[src/rtl/mc_pkg.sv]
// Shared types for the mc_sched burst scheduler: FSM states and the complex sample word.
package mc_pkg;
  localparam int MC_DW = 16;

  typedef enum logic [1:0] {IDLE, LOAD, FEED, DRAIN} state_e;

  typedef struct packed {
    logic [MC_DW-1:0] re;
    logic [MC_DW-1:0] im;
  } sample_t;
endpackage

[src/rtl/mc_rr_arb.sv]
// Combinational round-robin arbiter; the search starts one past the previous owner.
module mc_rr_arb #(
  parameter int NREQ = 4,
  parameter int IDW  = $clog2(NREQ)
) (
  input  logic [NREQ-1:0] req,
  input  logic [IDW-1:0]  last_gnt,
  output logic [IDW-1:0]  gnt,
  output logic            gnt_vld
);
  logic [IDW-1:0] idx;

  // NREQ is a power of two, so the id wraps by truncation; i == NREQ lands on last_gnt itself
  always_comb begin
    gnt     = '0;
    gnt_vld = 1'b0;
    idx     = '0;
    for (int i = 1; i <= NREQ; i++) begin
      idx = last_gnt + IDW'(i);
      if (!gnt_vld && req[idx]) begin
        gnt     = idx;
        gnt_vld = 1'b1;
      end
    end
  end
endmodule

[src/rtl/mc_sched.sv]
// Shares one MC core among NREQ requesters: grant, buffer a LEN-sample burst,
// replay it contiguously, and route the LEN results back tagged with the owner id.
module mc_sched
  import mc_pkg::*;
#(
  parameter int NREQ    = 4,
  parameter int LEN     = 16,
  parameter int TIMEOUT = 1024
) (
  input  logic                    clk,
  input  logic                    rst,
  input  logic [NREQ-1:0]         req,
  input  logic [NREQ-1:0]         src_valid,
  output logic [NREQ-1:0]         src_ready,
  input  logic [MC_DW*NREQ-1:0]   src_x_real,
  input  logic [MC_DW*NREQ-1:0]   src_x_img,
  output logic                    mc_in_valid,
  output logic [MC_DW-1:0]        mc_x_real,
  output logic [MC_DW-1:0]        mc_x_img,
  input  logic                    mc_out_valid,
  input  logic [MC_DW-1:0]        mc_y_real,
  input  logic [MC_DW-1:0]        mc_y_img,
  output logic                    dst_valid,
  output logic [$clog2(NREQ)-1:0] dst_id,
  output logic [MC_DW-1:0]        dst_y_real,
  output logic [MC_DW-1:0]        dst_y_img,
  output logic                    dst_last,
  output logic                    busy,
  output logic                    err_timeout
);
  localparam int IDW = $clog2(NREQ);
  localparam int AW  = $clog2(LEN);
  localparam int CW  = $clog2(LEN + 1);
  localparam int TW  = $clog2(TIMEOUT + 1);
  localparam logic [CW-1:0] LAST = CW'(LEN - 1);

  state_e                       state, state_nx;
  logic [IDW-1:0]               gnt, last_gnt, arb_gnt;
  logic                         arb_vld;
  logic [CW-1:0]                ld_cnt, fd_cnt, out_cnt;
  logic [TW-1:0]                to_cnt;
  logic [NREQ-1:0][MC_DW-1:0]   src_re, src_im;
  sample_t                      src_smp;
  sample_t                      smp_buf [LEN];
  logic                         xfer, accept, to_hit;

  mc_rr_arb #(.NREQ(NREQ)) u_arb (
    .req      (req),
    .last_gnt (last_gnt),
    .gnt      (arb_gnt),
    .gnt_vld  (arb_vld)
  );

  assign src_re  = src_x_real;
  assign src_im  = src_x_img;
  assign src_smp = '{re: src_re[gnt], im: src_im[gnt]};

  assign xfer   = (state == LOAD) && src_valid[gnt];
  // results are taken from the first FEED cycle on; anything past LEN is dropped
  assign accept = mc_out_valid && (state == FEED || state == DRAIN) && (out_cnt < CW'(LEN));
  assign to_hit = (state == DRAIN) && !mc_out_valid && (to_cnt == TW'(TIMEOUT - 1));
  assign busy   = (state != IDLE);

  always_ff @(posedge clk or posedge rst) begin
    if (rst) state <= IDLE;
    else     state <= state_nx;
  end

  always_comb begin
    state_nx    = state;
    src_ready   = '0;
    mc_in_valid = 1'b0;
    mc_x_real   = '0;
    mc_x_img    = '0;
    unique case (state)
      IDLE: if (arb_vld) state_nx = LOAD;
      LOAD: begin
        src_ready[gnt] = 1'b1;
        if (xfer && ld_cnt == LAST) state_nx = FEED;
      end
      FEED: begin
        mc_in_valid = 1'b1;
        mc_x_real   = smp_buf[fd_cnt[AW-1:0]].re;
        mc_x_img    = smp_buf[fd_cnt[AW-1:0]].im;
        if (fd_cnt == LAST) state_nx = DRAIN;
      end
      DRAIN: if (out_cnt == CW'(LEN) || (accept && out_cnt == LAST) || to_hit) state_nx = IDLE;
      default: state_nx = IDLE;
    endcase
  end

  always_ff @(posedge clk or posedge rst) begin
    if (rst) begin
      gnt         <= '0;
      last_gnt    <= IDW'(NREQ - 1);
      ld_cnt      <= '0;
      fd_cnt      <= '0;
      out_cnt     <= '0;
      to_cnt      <= '0;
      err_timeout <= 1'b0;
      dst_valid   <= 1'b0;
      dst_last    <= 1'b0;
      dst_id      <= '0;
      dst_y_real  <= '0;
      dst_y_img   <= '0;
    end else begin
      if (state == IDLE && arb_vld) gnt <= arb_gnt;
      if (xfer) ld_cnt <= (ld_cnt == LAST) ? '0 : ld_cnt + 1'b1;
      if (state == FEED) fd_cnt <= (fd_cnt == LAST) ? '0 : fd_cnt + 1'b1;
      if (state == IDLE)  out_cnt <= '0;
      else if (accept)    out_cnt <= out_cnt + 1'b1;
      // priority only advances once the burst is finished or abandoned
      if (state == DRAIN && state_nx == IDLE) begin
        last_gnt <= gnt;
        to_cnt   <= '0;
      end else if (state == DRAIN) begin
        to_cnt <= mc_out_valid ? '0 : to_cnt + 1'b1;
      end
      err_timeout <= to_hit;
      dst_valid   <= accept;
      dst_last    <= accept && (out_cnt == LAST);
      if (accept) begin
        dst_id     <= gnt;
        dst_y_real <= mc_y_real;
        dst_y_img  <= mc_y_img;
      end
    end
  end

  // sample store needs no reset: contents are always rewritten before replay
  always_ff @(posedge clk) begin
    if (xfer) smp_buf[ld_cnt[AW-1:0]] <= src_smp;
  end
endmodule

[config.mk]
export PLATFORM = sky130hd
export DESIGN_NAME = mc_sched
export DESIGN_NICKNAME = d
export VERILOG_FILES = /design/src/rtl/mc_pkg.sv /design/src/rtl/mc_rr_arb.sv /design/src/rtl/mc_sched.sv
export SDC_FILE = /design/constraint.sdc
export NUM_CORES = 1
export LEC_CHECK = 0
export ABC_CLOCK_PERIOD_IN_PS = 9900
export BUFFER_PORTS_ARGS = -buffer_cell sky130_fd_sc_hd__buf_2
export CORE_MARGIN = 2
export CORE_UTILIZATION = 28
export DETAILED_ROUTE_END_ITERATION = 8
export HOLD_SLACK_MARGIN = 0.15
export MAX_ROUTING_LAYER = met4
export PLACE_DENSITY = 0.55
export SLEW_MARGIN = 20
export SYNTH_ARGS = -nofsm -noshare
export SYNTH_HDL_FRONTEND = slang
export SYNTH_HIERARCHICAL = 1
export SYNTH_SLANG_ARGS = --single-unit
[constraint.sdc]
create_clock -name clk -period 9.9 [get_ports clk]
set_input_delay 0.99 -clock clk [delete_from_list [all_inputs] [get_ports clk]]
set_output_delay 0.99 -clock clk [all_outputs]
set_load 0.005 [all_outputs]
==> run metrics, run 1 <==
Seq/Total Area, Yosys 0.7320; internal power ~0.0057 W; worst reg2reg path depth 5; crit path kind reg2out; CTS Buf Count 66; Lkg Pwr 10.15 nW; final hold vios 0; Mean Syn Cell Area between 15 and 20 µm²; final wirelength ~56000 µm; Post-synth ARST share 0.1188; clock power share 0.309; largest net degree at the start of global routing between 60 and 70; postcts setup bufs 0; io pins around 250; Final min period between 4 and 5 ns; Avg WL per Cell between 20 and 25 µm; Chip Width approximately 300 µm; hold crit path type in2async; drt pass-1 iters 5; MaxCap Viol Count 0; CP most frequent cell buf_4; register-to-register setup slack 6.37 ns; total grt overflow 0; Crit Reg-Reg Endpoint smp_buf[4][17]; Gate Count Post-Synth approximately 1200; Core Rows approximately 110; Final Max Slew Viols 0; antenna violations before repair 2; Via density ~4.8; clk_skew roughly 0.011 ns; Mapped Area roughly 0.023 mm²; dpl hpwl about 31000 µm; RePlAce Congestion just under 0.7; final setup fails 0; fillcell total around 7700; fin cells about 2600; Final period util 0.4897; outcome finished, final reports clean; TritonCTS clock tree yes; syn nets 1366; Core Region a little over 0.08 mm²; Tot GR Track Use 0.1352; CP Capture Point mc_x_img[10]; first-pass GRT wire length roughly 83000 µm; RSZ-0062 raised after global routing false; via count ~12000; later-pin clock latency in the skew report 0.60 ns; Cell variety after synth 57; Seq pwr share 0.443; Fmax 206.2 MHz; ys flop type edfxtp_1; clock sink total 581; dpl cells 2463; worst slew pin tran 1.013 ns; Switching Share 0.2916; commonest non-fill, non-tap cell in the layout edfxtp_1; #FFs+latches synth roughly 580; cts hold-fix bufs 0; Slew Limit Headroom 0.3243; Gate power share 0.248; setup TNS 0 ns; ant diodes 0; Worst R2R Start gnt[0]; most frequent cells in the layout edfxtp_1, buf_2, mux4_2, nand2_1, clkbuf_16; Layout area overhead 20.64%; CP startpoint kind register; slowest stage cell, crit path buf_4; initial core utilization 0.2837; slowest stage delay, CP 0.79 ns; Worst Path Arrival 3.86 ns; CTS clk-pin slew, worst paths 0.05 ns; maximum fanout along the worst path 62; CP Launch Point fd_cnt[1]; drt drc 0; share of cells above drive strength 1 0.3752; post-route ant nets 0; CP Capture Type output pin; Die H slightly below 300 µm; Root Driver clkbuf_16; vias in the first global route 12970; CP required 8.91 ns; IR drop worst, VDD between 0.0002 and 0.00025 V; worst path cell trace buf_4, buf_4, mux4_2, mux2i_1, o22ai_1, buf_2; Yosys warning count 6; Post-synth EDFFs just over 500; pwr dens 287.2 mW/mm²; H-tree levels 3; clk buf depth 3; Net Sw Power around 0.0024 W; Post-CTS Resized 0; I/O Buffers between 200 and 250; DR iter-0 viols around 940; nets@finish about 1600; die area 0.08578 mm²
-- stage by stage --
| step | utilization | cell area (µm²) | hold WS, ns | power, W | worst slack [ns] |
|---|---|---|---|---|---|
| after floorplan | - | 23370 | 0.4484 | 0.004990 | 5.614 |
| after global placement | 0.3151 | 25950 | 0.4552 | 0.005639 | 5.571 |
| after detailed placement | 0.3151 | 25950 | 0.4646 | 0.005712 | 5.571 |
| after CTS | 0.3422 | 28190 | 0.2399 | 0.008235 | 4.935 |
| after global routing | 0.3422 | 28190 | 0.2705 | 0.008515 | 4.869 |
| final | 0.3422 | 28190 | 0.2821 | 0.008095 | 5.052 |
-- how the worst min path moves through the flow --
stage / depth (start not counted) / from / slack (ns) / endpoint
2_1_floorplan: 1 / fd_cnt[4] / 0.45 / fd_cnt[4]
3_3_place_gp: 2 / dst_y_img[4] / 0.46 / dst_y_img[4]
3_5_place_dp: 2 / dst_y_real[2] / 0.46 / dst_y_real[2]
4_1_cts: 2 / rst / 0.24 / dst_valid
5_1_grt: 2 / rst / 0.27 / dst_y_real[1]
6_report: 2 / rst / 0.28 / dst_y_real[13]
-- routing by layer --
metal / vias to the layer above / GRT usage / part of all wire
li1: 5357 / - / -
met1: 6554 / 0.1774 / 0.44
met2: 378 / 0.2175 / 0.48
met3: 71 / 0.02193 / 0.055
met4: 0 / 0.03802 / 0.019
met5: - / - / 0
-- cell type report --
| cell class | instances | area, µm² | area share |
|---|---|---|---|
| Inverter | 12 | 45.04 | 0.001598 |
| Multi-Input combinational cell | 529 | 6030 | 0.2139 |
| Clock buffer | 82 | 1754 | 0.06223 |
| Tap cell | 1070 | 1339 | 0.04749 |
| Sequential cell | 581 | 17120 | 0.6073 |
| Timing Repair Buffer | 271 | 1425 | 0.05055 |
| Clock inverter | 36 | 476.7 | 0.01691 |
-- logic make-up after synthesis --
kind of cell / count (synthesis) / share of synthesized area
adder cells (fa/ha/maj): 9 / 0.004819
XOR/XNOR: 6 / 0.002249
AND/OR/NAND/NOR: 211 / 0.04005
AO/OA/AOI/OAI: 71 / 0.02019
flip-flops: 581 / 0.7320
multiplexers: 232 / 0.1858
buffers and inverters: 76 / 0.01494
-- registers in the layout (all words and copies together) (netlist names) --
| name | cells |
|---|---|
| to_cnt | 11 |
| dst_id | 2 |
| dst_last | 1 |
| fd_cnt | 5 |
| dst_y_real | 16 |
| dst_valid | 1 |
| ld_cnt | 5 |
| out_cnt | 5 |
| smp_buf | 512 |
| gnt | 2 |
| dst_y_img | 16 |
| err_timeout | 1 |
| state | 2 |
| last_gnt | 2 |
-- critical path, delay by kind of cell, from the launching register on --
family / cells / cell delay (ns)
AO/OA/AOI/OAI: 1 / 0.12
multiplexers: 2 / 0.62
flip-flops: 1 / 0.73
buffers and inverters: 3 / 1.65
-- synthesized netlist by cell type, drive strengths merged, types with 4 or more instances --
master  number  share of area
a21oi        7         0.0017
mux2         4         0.0019
nand4        5         0.0013
mux4       161           0.16
edfxtp     512           0.66
nor3         8         0.0017
nor2        28         0.0045
clkbuf      28         0.0045
mux2i       67          0.029
dfrtp       67          0.072
nand2b       8         0.0021
ha           9         0.0048
o21ai       11         0.0024
and2         4         0.0011
nand3        7         0.0017
nand2      134          0.022
o22ai       33         0.0088
inv         12         0.0019
buf         36         0.0085
-- power by group through the flow --
stage	Combinational, W	Clock [W]	Sequential (W)
final	0.00201	0.00250	0.00359
after global routing	0.00222	0.00266	0.00364
after CTS	0.00207	0.00257	0.00360
after detailed placement	0.00207	0	0.00364
after global placement	0.00201	0	0.00363
after floorplan	0.00152	0	0.00347
(Power assumes the default switching activity.)
==> run 2, diff against run 1 <==
--- a/config.mk
+++ b/config.mk
@@ -5,7 +5,8 @@
 export SDC_FILE = /design/constraint.sdc
 export NUM_CORES = 1
 export LEC_CHECK = 0
-export ABC_CLOCK_PERIOD_IN_PS = 9900
+export ABC_AREA = 1
+export ABC_CLOCK_PERIOD_IN_PS = 4700
 export BUFFER_PORTS_ARGS = -buffer_cell sky130_fd_sc_hd__buf_2
 export CORE_MARGIN = 2
 export CORE_UTILIZATION = 28
==> constraint.sdc (replaced) <==
create_clock -name clk -period 4.7 [get_ports clk]
set_input_delay 0.47 -clock clk [delete_from_list [all_inputs] [get_ports clk]]
set_output_delay 0.47 -clock clk [all_outputs]
set_load 0.005 [all_outputs]
==> run 2 against run 1 <==
Non-clock buffer count rose by 52. Cell count rose by 35%. Via count rose by 40%. Register-to-register slack got worse by 4.6 ns. Clock power rose by 91%. Die area rose by 3.0%. First-iteration DRC count rose by 95%. Largest cell class unchanged. Critical path depth rose by 1. Combinational power rose to 3.1 times the previous value. Cell area rose by 3.0%. Largest power group unchanged. Utilization fell by 0.12 points.
==> run metrics, run 2 <==
Post-synth ARST share 0.1188 (unchanged); I/O Buffers 245 (unchanged); Yosys warning count 6 (unchanged); Gate Count Post-Synth 2023 (+71%); #FFs+latches synth 581 (unchanged); TritonCTS clock tree yes; Cell variety after synth 39 (-32%); Net Sw Power 0.006880 W (+190%); IR drop worst, VDD 0.0004203 V (+85%); drt pass-1 iters 5 (unchanged); Core Region 0.08515 mm² (+3.4%); clock power share 0.258 (-0.051); CTS Buf Count 58 (-12%); worst path cell trace inv_6, buf_4, o21ai_0, o22ai_1, nand2_1, a31oi_1, buf_2; clk buf depth 3 (unchanged); commonest non-fill, non-tap cell in the layout edfxtp_1; top post-synthesis cells by count edfxtp_1, nor2_1, nand2_1, o21ai_0, nand3_1; final core occ 0.3410 (-0.001171); pre-CTS WS 1.505 ns (-4.066 ns); Seq pwr share 0.407 (-0.036); Final period util 0.8034; Core Rows 107 (+1.9%); clk_skew 0.02147 ns (+0.01005 ns); vias in the first global route 17110 (+32%); DR iter-0 viols 1821 (+95%); placed instance area 0.02669 mm² (+2.8%); later-pin clock latency in the skew report 0.63 ns (+0.03 ns); CP Capture Type output pin; final wirelength 71980 µm (+28%); internal power 0.01162 W (+100%); Mean Syn Cell Area 11.90 µm² (-40%); Gate power share 0.335 (+0.087); crit path kind reg2out; Slew Limit Headroom 0.2805 (-0.04386); Post-synth EDFFs 512 (unchanged); MaxCap Viol Count 0 (unchanged); first-pass GRT wire length 107800 µm (+29%); Fmax roughly 260 MHz; hold crit path type in2reg; largest cells by area after synthesis edfxtp_1, dfrtp_1, nor2_1; setup TNS 0 ns (unchanged); total grt overflow 0 (unchanged); final hold vios 0 (unchanged); worst slew pin tran 1.077 ns (+0.06324 ns); CTS clk-pin slew, worst paths 0.06 ns (about the same); CP startpoint kind register; Tot GR Track Use 0.1641 (+0.02893); RePlAce Congestion 0.9893 (+43%); maximum fanout along the worst path 109 (+76%); dpl hpwl 43190 µm (+41%); Seq/Total Area, Yosys 0.7104 (-0.02157); CP required 4.23 ns (-4.68 ns); Final min period about 3.8 ns; Via density 4.968 (+3.7%); initial core utilization 0.2828 (-0.0009098); Final Max Slew Viols 0 (unchanged); via count 17260 (+40%); most frequent cells in the layout edfxtp_1, nor2_1, nand2_1, buf_2, o21ai_0; cell area after layout 0.02904 mm² (+3.0%); Switching Share 0.3718 (+0.08024); final setup fails 0 (unchanged); nets@finish 2451 (+49%); Mapped Area 0.02408 mm² (+3.0%); Worst Path Arrival 3.31 ns (-0.55 ns); Lkg Pwr 10.25 nW (+1.0%); clock sink total 581 (unchanged); Layout area overhead 20.61% (about the same); H-tree levels 2 (-1); post-synth top area cell edfxtp_1; Avg WL per Cell 20.72 µm (-4.5%); Chip Width 297.2 µm (+1.5%); count leader, synth edfxtp_1; Hold Slack 0.4618 ns (+0.1798 ns); pwr dens 637.2 mW/mm² (+120%); Final WS setup 0.9240 ns (-4.128 ns); die area 0.08835 mm² (+3.0%); Post-CTS Resized 0 (unchanged); syn nets 2203 (+61%); slowest stage cell, crit path inv_6; drt drc 0 (unchanged); RSZ-0062 raised after global routing false; outcome finished, final reports clean; io pins 246 (unchanged); Die H 297.2 µm (+1.5%); Synth top area share 0.6386 (-0.01939); slowest stage delay, CP 0.56 ns (-0.23 ns); post-route ant nets 0 (unchanged); Largest register FFs 512 (unchanged); Root Driver clkbuf_16; antenna violations before repair 17 (+15); share of cells above drive strength 1 0.1876 (-0.1877); largest net degree at the start of global routing 259 (+310%); ys flop type edfxtp_1
-- run 2: logic make-up (layout without fill, tap and decap cells) --
family,after synthesis,count (layout),synth area share
buf+inv,184,475,0.03061
flops,581,581,0.7104
other cells,0,16,0
xor+xnor,8,8,0.002910
fa+ha+maj,9,9,0.004677
simple gates,741,741,0.1306
compound gates,500,500,0.1208
-- run 2: metrics by stage --
step                cells  power (W)
floorplan            2023    0.01142
global placement     3320    0.01363
detailed placement   3320    0.01380
CTS                  3457    0.01859
global route         3473    0.01954
finish               3474    0.01850
-- run 2: layer usage --
metal / wire length, µm / vias to the layer above / part of all wire / track usage
li1: - / 7913 / - / -
met1: 30660 / 8488 / 0.43 / 0.2151
met2: 32550 / 756 / 0.45 / 0.2509
met3: 7140 / 102 / 0.099 / 0.04484
met4: 1627 / 0 / 0.023 / 0.04305
met5: 0 / - / 0 / -
-- run 2: path summary, 6_finish.rpt --
| kind | slack (ns) | depth (start not counted) | endpoint | from |
|---|---|---|---|---|
| hold reg to reg | 0.47 | 1 | out_cnt[3] | out_cnt[3] |
| max in group asynchronous | 3.14 | 4 | last_gnt[1] | rst |
| setup / recovery | 0.92 | 7 | mc_x_real[3] | fd_cnt[0] |
| setup reg to reg | 1.79 | 8 | smp_buf[6][5] | gnt[1] |
| min in group asynchronous | 0.61 | 3 | dst_y_img[1] | rst |
| hold / removal | 0.46 | 7 | gnt[1] | req[2] |
-- run 2: cell type report --
cell class / instances / area (µm²)
flip-flops and latches: 581 / 17110
clock buffers: 69 / 1514
multi-input cells: 1258 / 6379
fillers: 8430 / 56110
repair buffers: 323 / 1942
well taps: 1144 / 1431
inverters: 49 / 193.9
clock inverters: 34 / 426.7
diodes: 16 / 40.04
-- run 2: worst max-delay path, delay by kind of cell (launching register included) --
family | cells | cell delay, ns
DFF | 1 | 0.51
buffers and inverters | 3 | 1.21
and+or+nand+nor | 1 | 0.09
AOI/OAI and AO/OA | 3 | 0.73
-- run 2: what timing repair did --
| item | in CTS | in global routing |
|---|---|---|
| endpoints found under the hold margin | 76 | 0 |
| hold buffers | 34 | 0 |
| setup buffers | 0 | 0 |
-- run 2: power groups by stage --
stage               Sequential [W]  Combinational [W]  Clock, W
detailed placement         0.00763            0.00617         0
global placement           0.00761            0.00602         0
floorplan                  0.00748            0.00393         0
global route               0.00760            0.00688   0.00506
finish                     0.00754            0.00619   0.00477
CTS                        0.00754            0.00620   0.00485
